--- config.mk ---
export PLATFORM = sky130hd
export DESIGN_NAME = ex_mem_stage_controller
export DESIGN_NICKNAME = d
export VERILOG_FILES = /design/src/rtl/ex_mem_stage_controller.sv
export SDC_FILE = /design/constraint.sdc
export NUM_CORES = 1
export LEC_CHECK = 0
export ABC_AREA = 1
export BUFFER_PORTS_ARGS = -buffer_cell sky130_fd_sc_hd__buf_4
export CORE_AREA = 10 10 129 131
export CTS_BUF_LIST = sky130_fd_sc_hd__clkbuf_2
export DETAILED_ROUTE_END_ITERATION = 6
export DIE_AREA = 0 0 139 141
export GPL_TIMING_DRIVEN = 0
export PLACE_DENSITY_LB_ADDON = 0.25
export SLEW_MARGIN = 20
export SYNTH_ARGS = -nofsm -noshare
export SYNTH_HDL_FRONTEND = slang
export SYNTH_SLANG_ARGS = --single-unit
--- constraint.sdc ---
create_clock -name clock -period 1.7 [get_ports clock]
set_clock_uncertainty 0.1 [all_clocks]
set_input_delay 0.425 -clock clock [delete_from_list [all_inputs] [get_ports clock]]
set_output_delay 0.425 -clock clock [all_outputs]
set_load 0.1 [all_outputs]
--- src/rtl/ex_mem_stage_controller.sv ---
// ---------------------------------------------------------------------------
// ex_mem_stage_controller
//
// Purpose:
//   This block is the EX/MEM pipeline register and the cache-switch sequencer.
//   It sits directly upstream of memory_access_unit.
//   - It captures the EX-stage results and drives the MEM-stage control and
//     data inputs.
//   - It holds those MEM-side registers while the data cache reports busywait.
//   - A cache-switch instruction becomes a one-cycle cache-select write pulse.
//     A settle window of SETTLE_CYCLES stalled cycles follows. A bubble sits
//     in the MEM slot for the whole sequence.
//
// Parameters:
//   SETTLE_CYCLES  stall cycles after the cache-select write pulse (0 allowed)
//   MAX_CACHE_ID   highest valid cache index (<= 7)
//
// Optional feature (macro SWITCH_COUNTER_EN):
//   Adds switch_count[15:0]. It counts SWITCH cycles and saturates at 0xFFFF.
//
// Ports:
//   clock, reset                  rising-edge clock, async active-low reset
//   ex_valid .. ex_cache_id       EX-stage instruction fields
//   flush                         kill the EX instruction at capture
//   data_memory_busywait          MEM stage busy; hold the MEM registers
//   mem_read_signal, mem_write_signal, mux4_out_result, data2, func3,
//   mem_rd, mem_reg_write         registered MEM-stage outputs
//   func3_cache_select_reg_value  latched cache index
//   write_cache_select_reg        cache-select write pulse (SWITCH cycle)
//   bad_switch                    one-cycle pulse on an out-of-range cache id
//   stall_out                     combinational; upstream holds when 1
// ---------------------------------------------------------------------------
module ex_mem_stage_controller #(
    parameter int SETTLE_CYCLES = 4,
    parameter int MAX_CACHE_ID  = 7
) (
    input  logic        clock,
    input  logic        reset,
    input  logic        ex_valid,
    input  logic        ex_mem_read,
    input  logic        ex_mem_write,
    input  logic        ex_reg_write,
    input  logic [31:0] ex_alu_result,
    input  logic [31:0] ex_data2,
    input  logic [2:0]  ex_func3,
    input  logic [4:0]  ex_rd,
    input  logic        ex_cache_switch,
    input  logic [2:0]  ex_cache_id,
    input  logic        flush,
    input  logic        data_memory_busywait,
    output logic        mem_read_signal,
    output logic        mem_write_signal,
    output logic [31:0] mux4_out_result,
    output logic [31:0] data2,
    output logic [2:0]  func3,
    output logic [4:0]  mem_rd,
    output logic        mem_reg_write,
    output logic [2:0]  func3_cache_select_reg_value,
    output logic        write_cache_select_reg,
    output logic        bad_switch,
`ifdef SWITCH_COUNTER_EN
    output logic [15:0] switch_count,
`endif
    output logic        stall_out
);

    localparam int CW = (SETTLE_CYCLES > 0) ? $clog2(SETTLE_CYCLES + 1) : 1;
    localparam logic [CW-1:0] SETTLE_LOAD = (SETTLE_CYCLES > 0) ? CW'(SETTLE_CYCLES - 1) : '0;
    localparam logic [2:0]    MAX_ID      = 3'(MAX_CACHE_ID);
    localparam bit            HAS_SETTLE  = (SETTLE_CYCLES > 0);

    typedef enum logic [1:0] {
        ST_RUN    = 2'd0,
        ST_SWITCH = 2'd1,
        ST_SETTLE = 2'd2
    } state_t;

    state_t          state_r, state_nxt_s;
    logic [CW-1:0]   cnt_r, cnt_nxt_s;

    logic            hold_s;
    logic            take_s;
    logic            cap_op_s;
    logic            good_sw_s;
    logic            bad_sw_s;

    logic            mem_read_r, mem_write_r, mem_reg_write_r;
    logic [31:0]     addr_r, data2_r;
    logic [2:0]      func3_r;
    logic [4:0]      rd_r;
    logic [2:0]      cache_sel_r;
    logic            wsel_r;
    logic            bad_r;

    // Pipeline hold/take qualifiers and the classification of a taken switch.
    always_comb begin
        hold_s    = (state_r == ST_RUN) && data_memory_busywait;
        take_s    = (state_r == ST_RUN) && !data_memory_busywait && ex_valid && !flush;
        cap_op_s  = take_s && !ex_cache_switch;
        good_sw_s = take_s && ex_cache_switch && (ex_cache_id <= MAX_ID);
        bad_sw_s  = take_s && ex_cache_switch && (ex_cache_id > MAX_ID);
    end

    // Stall is combinational so upstream freezes in the same cycle.
    // The cycle that consumes a switch is not stalled.
    always_comb begin
        stall_out = hold_s || (state_r != ST_RUN);
    end

    // Next-state and settle counter logic for the switch sequencer.
    always_comb begin
        state_nxt_s = state_r;
        cnt_nxt_s   = cnt_r;
        case (state_r)
            ST_RUN: begin
                if (good_sw_s) begin
                    state_nxt_s = ST_SWITCH;
                end else begin
                    state_nxt_s = ST_RUN;
                end
            end
            ST_SWITCH: begin
                if (HAS_SETTLE) begin
                    state_nxt_s = ST_SETTLE;
                    cnt_nxt_s   = SETTLE_LOAD;
                end else begin
                    state_nxt_s = ST_RUN;
                    cnt_nxt_s   = '0;
                end
            end
            ST_SETTLE: begin
                if (cnt_r == '0) begin
                    state_nxt_s = ST_RUN;
                end else begin
                    cnt_nxt_s = cnt_r - CW'(1);
                end
            end
            default: begin
                state_nxt_s = ST_RUN;
                cnt_nxt_s   = '0;
            end
        endcase
    end

    // Sequencer state register. Reset abandons any switch or settle in progress.
    always_ff @(posedge clock or negedge reset) begin
        if (!reset) begin
            state_r <= ST_RUN;
            cnt_r   <= '0;
        end else begin
            state_r <= state_nxt_s;
            cnt_r   <= cnt_nxt_s;
        end
    end

    // MEM-side pipeline registers.
    // They hold under busywait, capture a normal op, and otherwise load a
    // zeroed bubble.
    always_ff @(posedge clock or negedge reset) begin
        if (!reset) begin
            mem_read_r      <= 1'b0;
            mem_write_r     <= 1'b0;
            mem_reg_write_r <= 1'b0;
            addr_r          <= 32'd0;
            data2_r         <= 32'd0;
            func3_r         <= 3'd0;
            rd_r            <= 5'd0;
        end else if (!hold_s) begin
            if (cap_op_s) begin
                mem_read_r      <= ex_mem_read;
                mem_write_r     <= ex_mem_write;
                mem_reg_write_r <= ex_reg_write;
                addr_r          <= ex_alu_result;
                data2_r         <= ex_data2;
                func3_r         <= ex_func3;
                rd_r            <= ex_rd;
            end else begin
                mem_read_r      <= 1'b0;
                mem_write_r     <= 1'b0;
                mem_reg_write_r <= 1'b0;
                addr_r          <= 32'd0;
                data2_r         <= 32'd0;
                func3_r         <= 3'd0;
                rd_r            <= 5'd0;
            end
        end
    end

    // Cache-select id latch, write pulse and bad-id pulse.
    // The write pulse is high exactly in the SWITCH cycle.
    always_ff @(posedge clock or negedge reset) begin
        if (!reset) begin
            cache_sel_r <= 3'd0;
            wsel_r      <= 1'b0;
            bad_r       <= 1'b0;
        end else begin
            if (good_sw_s) begin
                cache_sel_r <= ex_cache_id;
            end
            wsel_r <= good_sw_s;
            bad_r  <= bad_sw_s;
        end
    end

`ifdef SWITCH_COUNTER_EN
    logic [15:0] sw_cnt_r;

    // Saturating count of SWITCH cycles.
    always_ff @(posedge clock or negedge reset) begin
        if (!reset) begin
            sw_cnt_r <= 16'd0;
        end else if ((state_r == ST_SWITCH) && (sw_cnt_r != 16'hFFFF)) begin
            sw_cnt_r <= sw_cnt_r + 16'd1;
        end
    end

    assign switch_count = sw_cnt_r;
`endif

    assign mem_read_signal              = mem_read_r;
    assign mem_write_signal             = mem_write_r;
    assign mem_reg_write                = mem_reg_write_r;
    assign mux4_out_result              = addr_r;
    assign data2                        = data2_r;
    assign func3                        = func3_r;
    assign mem_rd                       = rd_r;
    assign func3_cache_select_reg_value = cache_sel_r;
    assign write_cache_select_reg       = wsel_r;
    assign bad_switch                   = bad_r;

endmodule

## Word-level counts from Yosys, hierarchy flattened

Cells that the tools add are included.

| word-level totals | value |
|---|---|
| register bits | 85 |
| input port bits | 84 |
| output and inout bits | 81 |
| logic and storage cells | 48 |

| cells by class | value |
|---|---|
| add/subtract/negate cells | 1 |
| order comparisons | 2 |
| eq/ne operators | 4 |
| muxes and demuxes | 12 |
| bitwise gates (word level) | 1 |
| reductions and logical operators | 16 |

Operators by type and width:

| cell | count |
|---|---|
| two-way mux 32 bit | 2 |
| case mux 3 bit (3 select lines) | 1 |
| logical AND 1 bit | 8 |
| two-way mux 3 bit | 2 |
| case mux 2 bit (3 select lines) | 1 |
| two-way mux 5 bit | 1 |
| two-way mux 1 bit | 4 |
| != test 2 bit, second input constant | 2 |
| greater-than comparator 3 bit, second input constant | 1 |
| less-or-equal comparator 3 bit, second input constant | 1 |
| logical NOT 1 bit | 3 |
| logical NOT 3 bit | 1 |
| subtractor 3 x 1 -> 3 bit, second input constant | 1 |
| equality test 2 x 1 -> 1 bit, second input constant | 1 |
| equality test 2 bit, second input constant | 1 |
| logical NOT 2 bit | 1 |
| two-way mux 2 bit | 1 |
| AND reduction 2 bit | 1 |
| nonzero test 2 bit | 1 |
| logical OR 1 bit | 1 |
| inverter 1 bit | 1 |

## Depth between registers and ports, before layout

Gate-level depths: netlist of run 1.

| logic depth | value |
|---|---|
| depth after elaboration | 8 |
| depth in mapped cells | 8 |
| gate-level depth less buffers | 8 |

## Least setup slack after synthesis of run 1

No wires, ideal clock.

| timing path | value |
|---|---|
| path type | register -> register |
| start | register state_r[0] |
| end | register data2_r[10] (netlist: data2[10]) |
| library setup time | 68 ps |
| arrival time | 1,626 ps |
| data required time | 1,532 ps |
| setup slack | -94 ps |
| cell stages (with the launch flop) | 9 |
| buffers on the path | 2 |
| clock period less this slack | 1,794 ps |
| cell sequence | dfrtp_1 > inv_1 > ha_1 > nand2_2 > nor2_4 > buf_6 > buf_6 > nand3_1 > nand2_1 |

| on the way | value |
|---|---|
| longest elaborated chain between the ends | 6 |
| elaborated cells between the ends (all ways) | 7 |
| classes of those cells | mux (1); reduce/logical (6) |

Ends and longest elaborated chain:

| element | line | text |
|---|---|---|
| start, declared | 78 | `state_t state_r, state_nxt_s;` |
| start signal, assigned | 151 | `state_r <= state_nxt_s;` |
| logical NOT 2 bit * | 97, 98 |  |
| logical AND 1 bit (3 in a row) | 98 | `take_s = (state_r == ST_RUN) && !data_memory_busywait && ex_valid && !flush;` |
| logical AND 1 bit | 99 | `cap_op_s = take_s && !ex_cache_switch;` |
| two-way mux 32 bit | 169 | `if (cap_op_s) begin` |
| end signal, assigned | 174 | `data2_r <= ex_data2;` |
| end, declared | 88 | `logic [31:0] addr_r, data2_r;` |

Mark *: on every way between the ends. The rest lies on a longest branch, timed or not.
A chain may end at the register's enable or synchronous reset.

## Worst setup path in the final report of run 1

| timing path | value |
|---|---|
| start | register state_r[0] |
| end | output port stall_out |

| on the way | value |
|---|---|
| longest elaborated chain between the ends | 3 |
| elaborated cells between the ends (all ways) | 4 |
| classes of those cells | reduce/logical (4) |

Ends and longest elaborated chain:

| element | line | text |
|---|---|---|
| logical NOT 2 bit | 97 | `hold_s = (state_r == ST_RUN) && data_memory_busywait;` |
| logical AND 1 bit | 97 |  |
| logical OR 1 bit * | 107 | `stall_out = hold_s \|\| (state_r != ST_RUN);` |
| end, declared | 64 | `output logic stall_out` |

Marks and branches as above.

==> flow_summary_export.csv, run 1 <==
group,metric,value,unit
synthesis,synth.most_common_cell,"nand2_1",
synthesis,synth-seq-cells,85,
clocking,htree_levels,3,
layout,final_util,50.1,%
clocking,cts-root-buf,"clkbuf_2",
synthesis,synth_commonest_cells,"nand2_1, dfrtp_1, nand3_1",
sta,drv_slew,0,
synthesis,netlist-cell-type-count,13,
outcome,status,"finished with violations",
die,std_cell_rows,44,
critical_path,cp-end-kind,"output pin",
pwr,p_leak,3.68,nW
placed_design,dpl_cell_area,4970,µm²
sta,setup_viol,72,
synthesis,synth-edff-count,0,
sta,finalCriticalPeriod,1.98,ns
run,max_cap_viol_count,0,
outcome,violations,"negative setup slack",
pwr,irDropWorstVdd,292,µV
sta,fin_crit_sh,116,%
synthesis,syn-num-nets,482,
synthesis,postSynthAreaPerCell,8.85,µm²
synthesis,async_flop_share,100,%
grt,grt_pass1_vias,4042,
clocking,tritoncts,"yes",
route,vias,3694,
synthesis,synth_area_leader_cell,"dfrtp_1",
layout,nNetsFinal,763,
clocking,cts_buffers,9,
die,die_area,19600,µm²
pwr,p_total,4.57,mW
sta,max-slew-margin-rel,65.6,%
route,wirelength,13.8,mm
synthesis,synth_area_leaders,"dfrtp_1, nand2_1, nand3_1",
sta,finalWorstSetupSlack,-0.277,ns
synthesis,synth_area,3480,µm²
pwr,pwr_density_cell,642,nW/µm²
placed_design,portBuffers,164,
sta,finalHoldViolations,0,
grt,grt_usage,13.7,%
route,drtAntennaViolNets,0,
die,coreArea,14200,µm²
critical_path,criticalPathCategory,"reg2out",
die,pin_count,165,
grt,grt_max_degree,50,
critical_path,critPathMaxFanout,2,
synthesis,synthFlopType,"dfrtp_1",
critical_path,arrival,1.45,ns
critical_path,critPathRequiredTime,1.17,ns
sta,rsz0062_at_grt,"true",
placed_design,place_ws,-0.103,ns
layout,syn_to_final_growth,104,%
synthesis,synth_cells,393,
grt,antenna_found_initial,1,
placed_design,globalplace.congestion,0.743,
route,drtIter0Drc,139,
sta,worst_slew_pin_slew,0.516,ns
grt,overflow,0,
die,die_h,141,µm
clocking,clock_latency,0.55,ns
synthesis,synth.yosys.seq_area_share,61.2,%
route,wire_per_inst,15.9,µm
worst_hold_path,hp-class,"in2reg",
clocking,cts_buffer_depth,2,
sta,fmaxAchievable,506,MHz
route,drcViolationCount,0,
clocking,cts.sinks,85,
die,die_w,139,µm
clocking,path_clk_slew,0.21,ns
route,routed_via_density,4.28,
critical_path,setup.worst_path.start_class,"flop",
die,initial_core_util,24.5,%
synthesis,yosysTopAreaCellShare,61.2,%
route,firstDrtPassIters,4,
layout,design_area,7110,µm²
layout,drive_gt1_share,33.9,%
placed_design,dpl.hpwl,8.82,mm
synthesis,ys_warn_count,0,
grt,grt_first_pass_wirelength,21.6,mm
-- what timing repair did --
action	4_1_cts	5_1_grt
pin swaps	2	0
gates resized for setup	244	23
hold buffers	80	0
setup endpoints to repair	151	151
endpoints found under the hold margin	115	0
buffers inserted	17	7
gates cloned	0	1
-- through the flow --
step	setup TNS [ns]	cells	hold slack, ns
6_report	-1.68	864	0.146
5_1_grt	-9.97	864	0.0904
4_1_cts	-8.76	855	0.0632
3_5_place_dp	-4.04	742	0.336
3_3_place_gp	-2.35	741	0.363
2_1_floorplan	0	393	0.0294
-- path summary, 6_finish.rpt --
path                                                to                 start  cells after the start  slack, ns
worst min register to register                cnt_r[2]              cnt_r[2]                      2       0.41
max in group asynchronous           mux4_out_result[9]                 reset                      3       0.61
worst max-delay path                         stall_out            state_r[0]                      4      -0.28
worst max register to register                data2[9]            state_r[1]                      9       0.10
worst min-delay path            write_cache_select_reg  data_memory_busywait                      4       0.15
min in group asynchronous                    data2[12]                 reset                      2       0.24
-- metal layers --
metal	track usage, %	share of wire [%]
met5	0	0
met4	5.93	2.0
met3	4.77	7.5
met2	23.0	50
met1	15.4	40
-- cell usage in the layout, fill, tap and decap left out, drive strengths merged --
cell type and instances:
buf 210, nand2 173, dfrtp 85, nand3 80, dlygate4sd3 80, clkbuf 16, inv 16, nor2 6
ha 5, clkinv 4, o21ai 3, diode 1, conb 1
-- power by group --
| group | leakage [nW] | switching [mW] | internal [mW] |
|---|---|---|---|
| clock | 0.0561 | 0.690 | 0.193 |
| sequential | 1.17 | 0.0828 | 2.10 |
| combinational | 2.45 | 0.872 | 0.631 |
-- worst max-delay path, stage by stage, from the launching register on --
cell	delay [ns]
dfrtp_1	0.42
inv_2	0.06
ha_4	0.16
nand2_4	0.08
buf_12	0.17
-- area by class of cell --
type | count | area (µm²)
Multi-Input combinational cell | 268 | 1180
Inverter | 16 | 60.1
Timing Repair Buffer | 270 | 3270
Tap cell | 184 | 230
Clock buffer | 12 | 60.1
Buffer | 24 | 164
Antenna cell | 1 | 2.50
Fill cell | 1262 | 7090
Sequential cell | 85 | 2130
Clock inverter | 4 | 15.0
-- kinds of logic after synthesis --
| logic type | count (synthesis) | synth area share (%) |
|---|---|---|
| other | 1 | 0.108 |
| AOI/OAI and AO/OA | 3 | 0.432 |
| buffers and inverters | 40 | 5.40 |
| and+or+nand+nor | 259 | 31.1 |
| adders and majority gates | 5 | 1.80 |
| DFF | 85 | 61.2 |
Note: power is estimated with default switching activity, not from simulation.
==> run 2: changes to the inputs <==
- ABC_AREA: 1 -> not set
- CORE_AREA: 10 10 129 131 -> 10 10 129 119
- DIE_AREA: 0 0 139 141 -> 0 0 139 129
- clock period: 1.7 -> 1.9 ns (I/O delays scaled with it)
==> run 2 against run 1 <==
  * The flow still finishes with violations (negative setup slack)
  * Count of clock-buffer cells in the layout stayed put
  * Routed wire length is 12% lower
  * Sequential share of layout area is 3.7 points higher
  * Area after synthesis is 10% lower
  * Combinational power is 18% lower
  * Power is 11% lower
  * Die area is 8.5% lower
  * Cell count is 24% lower
  * Register-to-register slack worse by 0.19 ns
  * Largest power group unchanged
==> flow_summary_export.csv, run 2 <==
group,metric,value,unit
outcome,status,"finished with violations",
outcome,violations,"negative setup slack",
sta,finalCriticalPeriod,2.04,ns
placed_design,place_ws,-0.281,ns
critical_path,r2r-start,"state_r[1]",
die,coreArea,12600,µm²
die,std_cell_rows,39,
route,drtIter0Drc,71,
clocking,cts_buffer_depth,2,
clocking,path_clk_slew,0.21,ns
critical_path,arrival,1.46,ns
synthesis,synth_cells,213,
critical_path,r2r_cells,7,
route,wl_met2,5.96,mm
route,routed_via_density,4.44,
critical_path,critPathMaxFanout,2,
die,die_w,139,µm
route,drcViolationCount,0,
critical_path,setup.worst_path.start_class,"flop",
pwr,irDropWorstVdd,303,µV
critical_path,cp-end-kind,"output pin",
worst_hold_path,hold-path-cell-count,3,
synthesis,synth_area_leaders,"dfrtp_1, a22o_1, ha_1",
clocking,clock_latency,0.55,ns
synthesis,async_flop_share,100,%
grt,antenna_found_initial,2,
grt,grt_pass1_vias,3172,
synthesis,synth_area_leader_cell,"dfrtp_1",
sta,setup_viol,22,
route,drtAntennaViolNets,0,
die,die_area,17900,µm²
placed_design,portBuffers,164,
critical_path,critPathRequiredTime,1.32,ns
layout,layout_commonest_cell,"buf_4",
layout,mostFrequentLayoutCells,"buf_4, dfrtp_1, dlygate4sd3_1",
route,wl_met3,963,µm
critical_path,criticalPathCategory,"reg2out",
synthesis,postSynthAreaPerCell,14.6,µm²
pwr,p_leak,3.13,nW
sta,fmaxAchievable,490,MHz
pwr,pwr_density_cell,644,nW/µm²
clocking,tritoncts,"yes",
synthesis,synth_area,3120,µm²
clocking,cts_buffers,9,
layout,drive_gt1_share,46.6,%
route,wirelength,12.1,mm
route,highest_layer,"met4",
synthesis,synth.most_common_cell,"dfrtp_1",
placed_design,globalplace.congestion,0.750,
synthesis,syn-num-nets,302,
route,wire_per_inst,18.3,µm
layout,multi_input_area,942,µm²
sta,finalWorstSetupSlack,-0.139,ns
sta,max-slew-margin-rel,47.5,%
synthesis,synth.yosys.seq_area_share,68.2,%
synthesis,yosysTopAreaCellShare,68.2,%
synthesis,synthFlopType,"dfrtp_1",
synthesis,synth-seq-cells,85,
synthesis,synth-edff-count,0,
pwr,p_total,4.07,mW
grt,grt_max_degree,86,
layout,nNetsFinal,579,
sta,finalHoldViolations,0,
die,initial_core_util,24.8,%
clocking,htree_levels,3,
route,vias,2932,
synthesis,synth_commonest_cells,"dfrtp_1, a22o_1, buf_2, clkbuf_1",
placed_design,dpl_cell_area,4560,µm²
clocking,cts-root-buf,"clkbuf_2",
worst_hold_path,hp-class,"in2reg",
placed_design,dpl.hpwl,7.34,mm
route,wirelength_met1,4.96,mm
die,die_h,129,µm
grt,grt_usage,12.2,%
grt,grt_first_pass_wirelength,17.5,mm
sta,worst_slew_pin_slew,0.787,ns
sta,fin_crit_sh,107,%
layout,syn_to_final_growth,103,%
worst_hold_path,hp-start,"flush",
sta,drv_slew,0,
synthesis,netlist-cell-type-count,19,
die,pin_count,165,
layout,final.fill_count,1060,
layout,seqCellArea,2130,µm²
run,max_cap_viol_count,0,
sta,rsz0062_at_grt,"true",
critical_path,crit_start,"state_r[1]",
clocking,cts.sinks,85,
grt,overflow,0,
layout,design_area,6320,µm²
route,firstDrtPassIters,4,
synthesis,ys_warn_count,0,
[run 2: logic make-up (layout without fill, tap and decap cells)]
kind of cell             Yosys count  in the layout  share of synthesized area, %
AO/OA/AOI/OAI                     82             82                          22.3
adder cells (fa/ha/maj)            5              5                          2.01
buffers and inverters             23            304                          3.09
flip-flops                        85             85                          68.2
multiplexers                       4              4                          1.80
other                              1              3                         0.120
AND/OR/NAND/NOR                   13             13                          2.45
[run 2: area by class of cell]
type                            count  share of cell area [%]
Timing Repair Buffer              267                    42.8
Sequential cell                    85                    33.6
Multi-Input combinational cell    105                    14.9
Buffer                             16                    3.42
Tap cell                          164                    3.24
Clock buffer                       12                   0.950
Clock inverter                      3                   0.594
Inverter                            6                   0.356
Antenna cell                        2                  0.0791
[run 2: worst max-delay path, cell delays in order (launching register included)]
cell and delay, ns:
dfrtp_1 0.45, inv_2 0.09, ha_4 0.15, nand2b_4 0.06, buf_12 0.16
[run 2: final timing paths]
check                                             endpoint  slack [ns]
setup / recovery                                 stall_out       -0.14
hold / removal                      write_cache_select_reg        0.16
setup reg to reg           func3_cache_select_reg_value[0]       -0.09
hold reg to reg                                   cnt_r[2]        0.40
max in group asynchronous              mux4_out_result[15]        0.75
min in group asynchronous                        data2[26]        0.40
[run 2: metal layers]
layer,vias to the layer above,track usage (%)
met5,-,0
met2,121,19.7
li1,1365,-
met1,1433,14.1
met3,13,4.78
met4,0,5.82
[run 2: where the power goes]
part	internal, mW	switching [mW]	leakage [nW]
clock network	0.306	0.599	0.0671
logic	0.489	0.745	1.90
registers	1.88	0.0556	1.16
[run 2: repair_timing]
item | in CTS | in global routing
buffers inserted | 6 | 10
hold buffers | 79 | 0
endpoints found under the hold margin | 163 | 0
gates cloned | 0 | 9
pin swaps | 2 | 7
setup endpoints to repair | 144 | 99
resized for setup | 108 | 72
[run 2: per-stage QoR]
step / setup TNS, ns / util [%] / hold WS (ns) / std cells
global placement: -9.69 / 36.2 / 0.372 / 541
detailed placement: -11.58 / 36.2 / 0.368 / 541
CTS: -0.743 / 46.6 / 0.120 / 641
global route: -4.25 / 50.2 / 0.0953 / 660
floorplan: 0 / - / 0.0794 / 213
finish: -0.509 / 50.2 / 0.158 / 660
